==> src/rtl/neuron_mac.sv <==
// Serial multiply-accumulate neuron: accumulates LEN weighted activations, adds bias,
// rescales, saturates (optional ReLU) and emits a one-cycle out_valid pulse.
module neuron_mac #(
    parameter int N    = 16,
    parameter int LEN  = 3,
    parameter int FRAC = 8,
    parameter int RELU = 1
) (
    input  logic                  clk,
    input  logic                  rst,
    input  logic                  start,
    input  logic                  in_valid,
    input  logic [N-1:0]          x,
    input  logic [LEN-1:0][N-1:0] weights,
    input  logic [N-1:0]          bias,
    output logic [N-1:0]          out,
    output logic                  out_valid,
    output logic                  busy
);

    // Headroom for LEN full-scale products plus the scaled bias without wrapping.
    localparam int AW = 2*N + $clog2(LEN) + 1;
    localparam int IW = (LEN > 1) ? $clog2(LEN) : 1;
    localparam logic [IW-1:0] LAST_IDX = IW'(LEN - 1);

    typedef enum logic [1:0] {
        S_IDLE   = 2'd0,
        S_ACCUM  = 2'd1,
        S_FINISH = 2'd2
    } state_t;

    state_t                 state_q;
    logic [IW-1:0]          idx_q;
    logic signed [AW-1:0]   acc_q;
    logic [N-1:0]           out_q;
    logic                   out_valid_q;
    logic                   busy_q;

    logic signed [N-1:0]    w_sel_s;
    logic signed [2*N-1:0]  prod_s;
    logic signed [AW-1:0]   acc_d;
    logic signed [AW-1:0]   bias_ext_s;
    logic signed [AW-1:0]   sum_s;
    logic signed [AW-1:0]   shr_s;
    logic [N-1:0]           result_s;

    // Clamp a wide signed value into the N-bit range, then optionally drop negatives.
    function automatic logic [N-1:0] sat_relu(input logic signed [AW-1:0] v);
        logic signed [AW-1:0] max_v;
        logic signed [AW-1:0] min_v;
        logic [N-1:0]         sat;
        max_v = {{(AW-N+1){1'b0}}, {(N-1){1'b1}}};
        min_v = {{(AW-N+1){1'b1}}, {(N-1){1'b0}}};
        if (v > max_v) begin
            sat = max_v[N-1:0];
        end else if (v < min_v) begin
            sat = min_v[N-1:0];
        end else begin
            sat = v[N-1:0];
        end
        if ((RELU != 0) && sat[N-1]) begin
            sat = {N{1'b0}};
        end else begin
            sat = sat;
        end
        return sat;
    endfunction

    // Datapath: current product, next accumulator and the rescaled, saturated result.
    always_comb begin
        w_sel_s    = $signed(weights[idx_q]);
        prod_s     = w_sel_s * $signed(x);
        acc_d      = acc_q + {{(AW-2*N){prod_s[2*N-1]}}, prod_s};
        bias_ext_s = {{(AW-N){bias[N-1]}}, bias};
        sum_s      = acc_q + (bias_ext_s <<< FRAC);
        shr_s      = sum_s >>> FRAC;
        result_s   = sat_relu(shr_s);
    end

    // Control FSM with registered outputs; start always wins over a same-cycle sample.
    always_ff @(posedge clk) begin
        if (rst) begin
            state_q     <= S_IDLE;
            idx_q       <= '0;
            acc_q       <= '0;
            out_q       <= '0;
            out_valid_q <= 1'b0;
            busy_q      <= 1'b0;
        end else begin
            out_valid_q <= 1'b0;
            case (state_q)
                S_IDLE: begin
                    if (start) begin
                        acc_q   <= '0;
                        idx_q   <= '0;
                        state_q <= S_ACCUM;
                        busy_q  <= 1'b1;
                    end else begin
                        busy_q  <= 1'b0;
                    end
                end
                S_ACCUM: begin
                    if (start) begin
                        acc_q   <= '0;
                        idx_q   <= '0;
                    end else if (in_valid) begin
                        acc_q <= acc_d;
                        if (idx_q == LAST_IDX) begin
                            idx_q   <= '0;
                            state_q <= S_FINISH;
                        end else begin
                            idx_q <= idx_q + IW'(1);
                        end
                    end else begin
                        acc_q <= acc_q;
                    end
                end
                S_FINISH: begin
                    if (start) begin
                        acc_q   <= '0;
                        idx_q   <= '0;
                        state_q <= S_ACCUM;
                    end else begin
                        out_q       <= result_s;
                        out_valid_q <= 1'b1;
                        state_q     <= S_IDLE;
                        busy_q      <= 1'b0;
                    end
                end
                default: begin
                    state_q <= S_IDLE;
                    idx_q   <= '0;
                    acc_q   <= '0;
                    busy_q  <= 1'b0;
                end
            endcase
        end
    end

    assign out       = out_q;
    assign out_valid = out_valid_q;
    assign busy      = busy_q;

endmodule

==> config.mk <==
export PLATFORM = sky130hd
export DESIGN_NAME = neuron_mac
export DESIGN_NICKNAME = d
export VERILOG_FILES = /design/src/rtl/neuron_mac.sv
export SDC_FILE = /design/constraint.sdc
export NUM_CORES = 1
export LEC_CHECK = 0
export ABC_AREA = 0
export CAP_MARGIN = 0
export CORE_MARGIN = 4
export CORE_UTILIZATION = 30
export DETAILED_ROUTE_END_ITERATION = 10
export MAX_ROUTING_LAYER = met4
export PLACE_DENSITY_LB_ADDON = 0.12
export SLEW_MARGIN = 25
export SYNTH_ARGS = -nofsm -noshare
export SYNTH_HDL_FRONTEND = slang
export SYNTH_SLANG_ARGS = --single-unit
==> constraint.sdc <==
create_clock -name clk -period 13.2 [get_ports clk]
set_input_delay 1.98 -clock clk [delete_from_list [all_inputs] [get_ports clk]]
set_output_delay 1.98 -clock clk [all_outputs]
set_load 0.01 [all_outputs]
==> summary.md <==
| Metric | Value |
|---|---|
| Status | complete, no violations |
| Number of global-route vias before repair | 12.7k |
| Multi-input logic area | ~13000 µm² |
| Antenna violations before repair | 0 |
| Hold Violations, Final | 0 |
| Async S/R FF share, synth | 0% |
| Final ANT Viol Nets | 0 |
| I/O pin cnt | 102 |
| Cts bufs inserted | 5 |
| FF+latch area | 1120 µm² |
| Final Cell Area | 17200 µm² |
| Number of flops mapped to enable cells by yosys | 0 |
| Yosys reg bits | 56 |
| Average cell area after synthesis | roughly 8.5 µm² |
| # setup viols final | 0 |
| Mapped Nets | 2287 |
| H-tree lvl count | 2 |
| Cells after DPL | 2530 |
| Post-CTS Repair Setup Buffers | 0 |
| Global route total overflow | 0 |
| Syn Std Cell Area | 15300 µm² |
| # diodes | 0 |
| Max clock buf depth | 2 |
| Die area | 54700 µm² |
| DP Area | approximately 17000 µm² |
| Tot GR Track Use | 15.8% |
| Row cnt | 82 |
| Area Overhead vs Synth | 12.6% |
| GP Congestion | 0.847 |
| Final Skew | roughly 13 ps |
| Share of cells above drive strength 1 | between 3 and 4% |
| Worst slew pin tran | 925 ps |
| Via/cell ratio | 4.79 |
| Via count | 12.2k |
| Layout fillers | 5313 |
| Minimum clock period | 11150 ps |
| DRT Pass-1 Iters | 5 |
| Hold Slack | 466 ps |
| Seq/Total Area, Yosys | 7.33% |
| Startpoint Class | primary input |
| Max incr delay on CP | 690 ps |
| Largest net degree at the start of global routing | 50 |
| Core footprint | 50300 µm² |
| Final WL | 41.6 mm |
| Slew Limit Fails | 0 |
| Hold Buf Count CTS | 0 |
| Slowest CP cell | o21ai_2 |
| Nets | 2356 |
| Final non-filler cell total | 2538 |
| RSZ-0062 raised after global routing | no |
| Clock-pin transition on the worst setup and hold timing paths | roughly 80 ps |
| Root Buffer | clkbuf_16 |
| CP dominant cell by count | fa_1 |
| Yosys warning count | 0 |
| Dpl hpwl | 34.2 mm |
| Slew headroom | 38.3% |
| # DRC | 0 |
| Critical path capture point type | flip-flop |
| Mapped Cells | ~1.8k |
| Critical Path RT | ~13000 ps |
| Hold Crit Class | flip-flop to flip-flop |
| TNS Setup | 0 ps |
| Crit path kind | primary input to flip-flop |
| R2R Setup Slk | 3270 ps |
| Main synth FF type | dfxtp_1 |
| Chip Height | 234 µm |
| CTS tree | done |
| Starting density of the core | 30.4% |
| First-pass GRT wire length | 67.4 mm |
| Skew-Pair Late Insertion Delay | 310 ps |
| DR iter-0 viols | 529 |
| Critical path arrival | ~11000 ps |
| Synth cell types | 78 |
| Die span in x | 234 µm |
| Post_cts resized | 0 |
| Max cap viols | 0 |
| Port Buffers | 100 |
| Sink Count | 56 |
| Crit-path max FO | 16 |
| Routed len/inst | approximately 16 µm |
| Period utilization | a little over four fifths |
| Max Freq | 89.7 MHz |
[worst max-delay path, delay by kind of cell]
family | cells | cell delay [ps]
AND/OR/NAND/NOR | 1 | 190
adder cells (fa/ha/maj) | 8 | 3780
AO/OA/AOI/OAI | 16 | 4210
multiplexers | 2 | 440
XOR/XNOR | 1 | 150
buffers and inverters | 4 | 610
[cell type report]
class	instances	share of cell area, %
multi-input cells	1358	74.0
inverters	322	7.01
repair buffers	122	6.74
flip-flops and latches	56	6.51
well taps	672	4.88
clock buffers	6	0.748
clock inverters	2	0.0799
[path summary, 6_finish.rpt]
kind                                 start         to  depth (start not counted)
worst max-delay path            weights[9]  acc_q[31]                         32
worst min-delay path              acc_q[5]   acc_q[5]                          2
worst max register to register    idx_q[0]  acc_q[31]                         35
worst min register to register    acc_q[5]   acc_q[5]                          2
[registers in the layout (all words and copies together) (netlist names)]
register,flops
idx_q,2
state_q,2
busy,1
acc_q,35
out_valid,1
out,15
[cell families (layout without fill, tap and decap cells)]
logic type	after synthesis	count (layout)	share of synthesized area, %
XOR/XNOR	80	80	4.58
multiplexers	19	19	1.25
AO/OA/AOI/OAI	330	330	14.8
flip-flops	56	56	7.33
buffers and inverters	382	452	9.52
other	1	1	0.0245
AND/OR/NAND/NOR	521	521	16.2
adder cells (fa/ha/maj)	407	407	46.2
[Yosys cell counts (13+ instances only)]
cell type	number	area, µm²
nor3_1	14	70.1
inv_1	321	1200
mux2i_1	18	180
o21ai_0	70	350
xnor2_1	56	490
a22oi_1	22	165
clkbuf_1	50	188
nor2_1	91	342
a31oi_1	13	81.3
nand2_1	219	822
and2_1	121	757
fa_1	264	5290
nand3_1	21	105
a21oi_1	86	430
ha_1	143	1790
xor2_1	24	210
nand2b_1	21	131
dfxtp_1	56	1120
o21bai_1	15	113
a21o_1	27	203
[layer usage]
metal	vias to the layer above	part of all wire (%)	global-route usage [%]
li1	5900	-	-
met1	6073	44	19.9
met2	163	53	28.4
met3	19	2.4	1.19
met4	0	1.1	2.17
met5	-	0	-
[cells in the final DEF, fill, tap and decap left out, drive strengths merged, types with 5 or more instances in the layout]
cell type / count
nor2: 92
a21oi: 87
a221oi: 17
nor3: 15
dfxtp: 56
o21ai: 75
and2: 121
clkdlybuf4s50: 99
mux2i: 18
o21bai: 16
xnor2: 56
a22oi: 22
nand3: 21
ha: 143
nand2b: 21
nor2b: 5
o21a: 12
and3: 6
xor2: 24
nand2: 220
a21o: 28
or3: 7
buf: 23
o211ai: 6
a211oi: 8
a21boi: 6
fa: 264
inv: 323
clkbuf: 6
a31oi: 14
[through the flow]
stage	util (%)	worst slack (ps)
finish	34.3	2050
global route	34.3	1430
CTS	34.3	2030
detailed placement	34.0	1720
global placement	33.9	1600
floorplan	-	3170
Power is left out: the tool's default activity adds up to more than one toggle a clock period on the data nets, which glitch-free logic cannot reach.
